**src/rtl/t1a_fs_pwm_pkg.sv**
```systemverilog
// Shared constants for the 50 MHz -> 1 MHz / 500 Hz divider and 500 Hz PWM block.
// Counter widths are derived from the divide ratios so the RTL follows any retuning.
package t1a_fs_pwm_pkg;

  localparam int CLK_HZ         = 50_000_000;
  localparam int DIV_1MHZ_HALF  = 25;
  localparam int DIV_500HZ_HALF = 50_000;
  localparam int PWM_PERIOD     = 100_000;
  localparam int PWM_STEP       = 5_000;

  localparam int CNT_1MHZ_W  = $clog2(DIV_1MHZ_HALF);
  localparam int CNT_500HZ_W = $clog2(DIV_500HZ_HALF);
  localparam int CNT_PWM_W   = $clog2(PWM_PERIOD);

  // A ratio of 1 still needs a 1-bit counter.
  function automatic int cnt_w(input int n);
    return (n > 1) ? $clog2(n) : 1;
  endfunction

endpackage

```
**src/rtl/clk_div_toggle.sv**
```systemverilog
// Registered 50 % square wave: toggles whenever the 0..HALF-1 counter is at 0,
// so the first edge after reset release drives the output high.
module clk_div_toggle
  import t1a_fs_pwm_pkg::*;
#(
  parameter int HALF = DIV_1MHZ_HALF
) (
  input  logic clk_50MHz,
  input  logic rst_n,
  output logic clk_out
);

  localparam int W = cnt_w(HALF);

  logic [W-1:0] cnt_q, cnt_d;
  logic         clk_q, clk_d;

  always_comb begin
    cnt_d = (cnt_q == W'(HALF - 1)) ? '0 : cnt_q + W'(1);
    clk_d = (cnt_q == '0) ? ~clk_q : clk_q;
  end

  always_ff @(posedge clk_50MHz or negedge rst_n) begin
    if (!rst_n) begin
      cnt_q <= '0;
      clk_q <= 1'b0;
    end else begin
      cnt_q <= cnt_d;
      clk_q <= clk_d;
    end
  end

  assign clk_out = clk_q;

endmodule

```
**src/rtl/t1a_fs_pwm_bdf.sv**
```systemverilog
// Frequency-scaling / PWM top: two toggle dividers plus a 2 ms PWM whose
// high time is pulse_width * 100 us, latched once per period.
module t1a_fs_pwm_bdf
  import t1a_fs_pwm_pkg::*;
#(
  parameter int HALF_1MHZ  = DIV_1MHZ_HALF,
  parameter int HALF_500HZ = DIV_500HZ_HALF,
  parameter int PERIOD     = PWM_PERIOD,
  parameter int STEP       = PWM_STEP
) (
  input  logic       clk_50MHz,
  input  logic       rst_n,
  input  logic [3:0] pulse_width,
  output logic       clk_1MHz,
  output logic       clk_500Hz,
  output logic       pwm_signal
);

  localparam int PW = cnt_w(PERIOD);

  clk_div_toggle #(.HALF(HALF_1MHZ)) u_div_1mhz (
    .clk_50MHz (clk_50MHz),
    .rst_n     (rst_n),
    .clk_out   (clk_1MHz)
  );

  clk_div_toggle #(.HALF(HALF_500HZ)) u_div_500hz (
    .clk_50MHz (clk_50MHz),
    .rst_n     (rst_n),
    .clk_out   (clk_500Hz)
  );

  logic [PW-1:0] p_q, p_d;
  logic [PW-1:0] thresh;
  logic [3:0]    pw_q, pw_d, pw_eff;
  logic          pwm_q, pwm_d;

  // The live input is used only on the period-start edge, so a mid-period
  // change cannot alter the period already running.
  always_comb begin
    pw_eff = (p_q == '0) ? pulse_width : pw_q;
    pw_d   = pw_eff;
    thresh = PW'(pw_eff) * PW'(STEP);
    p_d    = (p_q == PW'(PERIOD - 1)) ? '0 : p_q + PW'(1);
    pwm_d  = (p_q < thresh);
  end

  always_ff @(posedge clk_50MHz or negedge rst_n) begin
    if (!rst_n) begin
      p_q   <= '0;
      pw_q  <= '0;
      pwm_q <= 1'b0;
    end else begin
      p_q   <= p_d;
      pw_q  <= pw_d;
      pwm_q <= pwm_d;
    end
  end

  assign pwm_signal = pwm_q;

endmodule

```
**config.mk**
```make
export PLATFORM = sky130hd
export DESIGN_NAME = t1a_fs_pwm_bdf
export DESIGN_NICKNAME = d
export VERILOG_FILES = /design/src/rtl/t1a_fs_pwm_pkg.sv /design/src/rtl/clk_div_toggle.sv /design/src/rtl/t1a_fs_pwm_bdf.sv
export SDC_FILE = /design/constraint.sdc
export NUM_CORES = 1
export LEC_CHECK = 0
export CAP_MARGIN = 20
export CORE_MARGIN = 2
export CORE_UTILIZATION = 58
export CTS_CLUSTER_DIAMETER = 40
export DETAILED_ROUTE_END_ITERATION = 8
export DONT_BUFFER_PORTS = 1
export HOLD_SLACK_MARGIN = 0.02
export PLACE_DENSITY = 0.74
export SLEW_MARGIN = 40
export SYNTH_ARGS = -nofsm -noshare
export SYNTH_HDL_FRONTEND = slang
export SYNTH_HIERARCHICAL = 1
export SYNTH_SLANG_ARGS = --single-unit
```
**constraint.sdc**
```tcl
create_clock -name clk_50MHz -period 12.35 [get_ports clk_50MHz]
set_clock_uncertainty 0.15 [all_clocks]
set_input_delay 1.8525 -clock clk_50MHz [delete_from_list [all_inputs] [get_ports clk_50MHz]]
set_output_delay 1.8525 -clock clk_50MHz [all_outputs]
set_load 0.03 [all_outputs]
```
### Yosys cells after proc, flatten, opt, wreduce, memory -nomap -nowiden

Cells that the tools add are included.

* multiply operators: 1
* order comparisons: 1
* equality and inequality tests: 3
* bitwise logic cells: 2
* multiplexer cells: 4
* reduce and logical (&&, ||, !) cells: 3
* add/sub/neg operators: 3

Operators by type and width (count)
* adder 17 x 1 -> 17 bit (second input constant): 1
* equality test 17 bit (second input constant): 1
* zero test 17 bit: 1
* less-than comparator 17 bit: 1
* two-way mux 17 bit: 1
* adder 16 x 1 -> 16 bit (second input constant): 1
* equality test 16 bit (second input constant): 1
* zero test 16 bit: 1
* two-way mux 16 bit: 1
* multiplier 4 x 10 -> 14 bit (second input constant): 1
* adder 5 x 1 -> 5 bit (second input constant): 1
* equality test 5 bit (second input constant): 1
* zero test 5 bit: 1
* two-way mux 5 bit: 1
* two-way mux 4 bit: 1
* inverter 1 bit: 2

* register bits after elaboration: 45
* input bits: 6
* word-level logic and storage cells: 24
* output and inout port bits: 3

### Longest topological paths before layout

* depth after elaboration: 4
* mapped depth: 23

### Modules after synthesis

Netlist, hierarchy kept.

By module, submodules not included
* t1a_fs_pwm_bdf: cells an instance 173, instances 1, seq. area each 550.5 um2, area an instance 1671.6 um2
* clk_div_toggle (u_div_500hz): cells an instance 81, instances 1, seq. area each 425.4 um2, area an instance 829.5 um2
* clk_div_toggle (u_div_1mhz): cells an instance 27, instances 1, seq. area each 150.1 um2, area an instance 331.6 um2

### Least setup slack after synthesis

OpenSTA, ideal clock, no wires.

* path type: input-to-reg
* from: input port pulse_width[2]
* to: register pwm_q, in the netlist pwm_signal
* library setup time: 0.111 ns
* arrival time: 5.030 ns
* stages on the path: 15
* slack: 7.058 ns
* data required time: 12.089 ns
* path through: mux2i_1 -> ha_1 -> inv_1 -> ha_1 -> ha_1 -> ha_1 -> a21o_1 -> a21oi_1 -> xnor2_1 -> ha_1 -> a41o_1 -> a211oi_1 -> o21ai_0 -> o21a_1 -> a2111oi_2

* longest elaborated chain between the ends: 3

RTL lines
* start: declaration: RTL line t1a_fs_pwm_bdf.sv:13 `input logic [3:0] pulse_width,`
* two-way mux 4 bit: RTL line t1a_fs_pwm_bdf.sv:41 `pw_eff = (p_q == '0) ? pulse_width : pw_q;`
* multiplier 4 x 10 -> 14 bit: RTL line t1a_fs_pwm_bdf.sv:43 `thresh = PW'(pw_eff) * PW'(STEP);`
* less-than comparator 17 bit: RTL line t1a_fs_pwm_bdf.sv:45 `pwm_d = (p_q < thresh);`
* via pwm_d: RTL line t1a_fs_pwm_bdf.sv:36 `logic pwm_q, pwm_d;`
* end signal: assignment: RTL line t1a_fs_pwm_bdf.sv:56 `pwm_q <= pwm_d;`
* end: declaration: RTL line t1a_fs_pwm_bdf.sv:36

The timed path passes the listed nets, and every way through them passes these cells.
A chain may end at the register's enable or synchronous reset.

### Final worst setup path

Ends and elaborated chain as after synthesis.

==> out/qor.yml <==
critical_path:
  startpoint: "pulse_width[2]"
  cp_cell_sequence: "mux2i_1 -> ha_1 -> inv_1 -> ha_1 -> ha_1 -> inv_1 -> fa_1 -> inv_1 -> a21oi_1 -> o21bai_1 -> xnor2_1 -> ha_1 -> nand2_1 -> nor2_1 -> a211oi_1 -> o21ai_0 -> o21a_1 -> a2111oi_2"
  path_class: "in -> reg"
  cp.required_ns: 12.40
  cpPeakStageDelay_ns: 0.46
  path_max_fanout: 5
  reg2reg_depth: 21
  cp-start-kind: "primary input"
  path_common_cell: "ha_1"
  r2r_start: "p_q[11]"
  slowest_stage: "fa_1"
  end_kind: "flip-flop"
  r2r-end: "pwm_signal"
  endpoint: "pwm_signal"
  cp.arrival_ns: 5.42
  r2r_slack_ns: 7.08
clock_network:
  cts_tree: "yes"
  cts_buffers: 5
  insertion_delay_ns: 0.31
  clk_pin_slew_worst_paths_ns: 0.09
  clock-sinks: 45
  post_cts_buffers: 0
  cts_root_buffer: "clkbuf_8"
  cts-htree-levels: 2
  cts.path.max_buffers: 2
  ctsHoldBuffers: 0
  cts.repair.resized: 0
final_layout:
  syn_to_final_growth_pct: 6.360
  antennaDiodeCount: 0
  drive_gt1_frac: 0.08421
  layout_common_cells: "45 x dfrtp_1, 31 x ha_1, 26 x nor2_1, 19 x inv_1, 19 x xnor2_1"
  final_cells: 352
  final_common_cell: "dfrtp_1"
  postLayoutCoreUtil: 0.6379
  final_nets: 322
sta:
  relSlewSlack: 0.6358
  drv_slew: 0
  setup_viol: 0
  layout_min_cycle_time_ns: 5.372
  finalHoldViolations: 0
  fin_hold_ws_ns: 0.3510
  min_period_over_period: 0.4350
  finalSetupTns_ns: 0
  rsz0062_at_grt: "no"
  fmax_mhz: 186.2
  worst_pin_slew_ns: 0.5311
global_route:
  grt_max_degree: 46
  grt.total_usage: 0.2141
  grt_pass1_vias: 1934
  grt_pass1_wl_um: 8935
  antenna_found_initial: 0
  gr-total-overflow: 0
placement:
  place_hpwl_um: 3873
  place_congestion: 0.8689
  place_inst: 344
  io_buffers: 0
synthesis:
  ys_warn_count: 6
  yosys.cell_types.count: 49
  synth_area_sq_um: 2833
  synth_area_per_cell_sq_um: 10.08
  synth_edf_count: 0
  syn_inst: 281
  ys_seq_elements: 45
  ys_seq_area_frac: 0.3975
  ys.flop_type: "dfrtp_1"
  syn-num-nets: 319
  synthArstFlopShare: 1.000
floorplan:
  floorplan.initialDensity: 0.5997
  core_area_sq_um: 4723
  dieArea_sq_um: 5459
  fp.dieH_um: 73.89
  die_x_um: 73.89
  ioPinCount: 9
  row_count: 25
drt:
  first_pass_iters: 4
  antenna_left: 0
  wire_per_inst_um: 14.66
  first_iter_violations: 121
  viasPerCell: 5.722
  drc: 0
  vias: 2014
  drt-total-wl_um: 5162
power_and_ir_drop:
  finalPower_mw: 0.2964
  max-vdd-ir-drop_uv: 66.64
  leakage_nw: 1.426
  p_per_area_nw_per_um2: 98.37
flow_run:
  cap_violations: 0
hold_path:
  worstHoldPathType: "reg -> reg"
outcome:
  status: "finished clean"
## sequential cells by signal, indices dropped and copies added, names as in the netlist
register	flops
p_q	17
pw_q	4
pwm_signal	1
u_div_1mhz/clk_out	1
u_div_1mhz/cnt_q	5
u_div_500hz/clk_out	1
u_div_500hz/cnt_q	16
## layer usage
metal | up-vias | routed length, um | share of wire | global-route usage
met1 | 990 | 2527 | 0.49 | 0.3066
met5 | - | 0 | 0 | 0
li1 | 997 | - | - | -
met2 | 20 | 2416 | 0.47 | 0.3264
met4 | 0 | 46 | 0.0089 | 0.05657
met3 | 7 | 171 | 0.033 | 0.05075
## worst max-delay path: cells and delay by family
family	cells	cell delay, ns
mux	1	0.42
compound gates	6	1.02
fa+ha+maj	5	1.62
buf+inv	3	0.22
xor+xnor	1	0.16
simple gates	2	0.14
## cell usage after synthesis (all sizes together), types with 2 or more instances
cell type / instances / area, sq um
a21o: 2 / 15.01
o21bai: 3 / 22.52
xor2: 16 / 140.1
nor4: 9 / 75.08
buf: 3 / 23.77
or3: 3 / 25.03
nor2b: 4 / 25.02
nor2: 26 / 97.59
and4b: 2 / 20.02
nand4: 9 / 56.30
mux2: 2 / 26.27
o21a: 3 / 22.52
nor4b: 2 / 32.53
ha: 31 / 387.9
o21ai: 4 / 20.02
nand3b: 2 / 15.01
and3: 4 / 26.28
or4: 2 / 15.01
mux2i: 2 / 20.02
nand2b: 4 / 25.02
nand2: 18 / 67.56
nor3: 6 / 41.29
and4: 3 / 27.53
a21oi: 10 / 53.80
nand3: 18 / 90.09
inv: 19 / 71.32
dfrtp: 45 / 1126
xnor2: 19 / 166.4
## cell families (layout without fill, tap and decap cells)
group | after synthesis | in the layout | synth area share
buffers and inverters | 23 | 27 | 0.03533
AOI/OAI and AO/OA | 28 | 28 | 0.06714
xor gates and xnor gates | 35 | 35 | 0.1082
adders and majority gates | 32 | 32 | 0.1440
muxes | 4 | 4 | 0.01634
and+or+nand+nor | 114 | 114 | 0.2314
DFF | 45 | 45 | 0.3975
## metrics by stage
stage / setup WS, ns / instance area, sq um
floorplan: 7.058 / 2833
global placement: 6.752 / 2888
detailed placement: 6.634 / 2888
CTS: 6.971 / 3004
global route: 6.720 / 3013
finish: 6.978 / 3013
## area by class of cell
type / instances / area [sq um]
sequential: 45 / 1126
multi-input combinational: 213 / 1615
fill: 406 / 1710
clock buffer: 5 / 68.82
clock inverter: 3 / 47.55
inverter: 19 / 71.32
tap: 67 / 83.83
## power breakdown
part	switching [mW]	internal [mW]	leakage, nW
Clock	0.0541	0.0617	0.0591
Sequential	0.000406	0.148	0.571
Combinational	0.0181	0.0141	0.796
Total	0.0726	0.224	1.43
## how the worst min path moves through the flow
stage / from / to / depth (start not counted)
2_1_floorplan: u_div_500hz/cnt_q[10] / u_div_500hz/cnt_q[10] / 1
3_3_place_gp: u_div_500hz/cnt_q[13] / u_div_500hz/cnt_q[13] / 1
3_5_place_dp: u_div_500hz/cnt_q[13] / u_div_500hz/cnt_q[13] / 1
4_1_cts: u_div_500hz/cnt_q[13] / u_div_500hz/cnt_q[13] / 1
5_1_grt: u_div_500hz/cnt_q[10] / u_div_500hz/cnt_q[10] / 1
6_report: u_div_500hz/cnt_q[10] / u_div_500hz/cnt_q[10] / 1
Power figures use the tool's default switching activity.
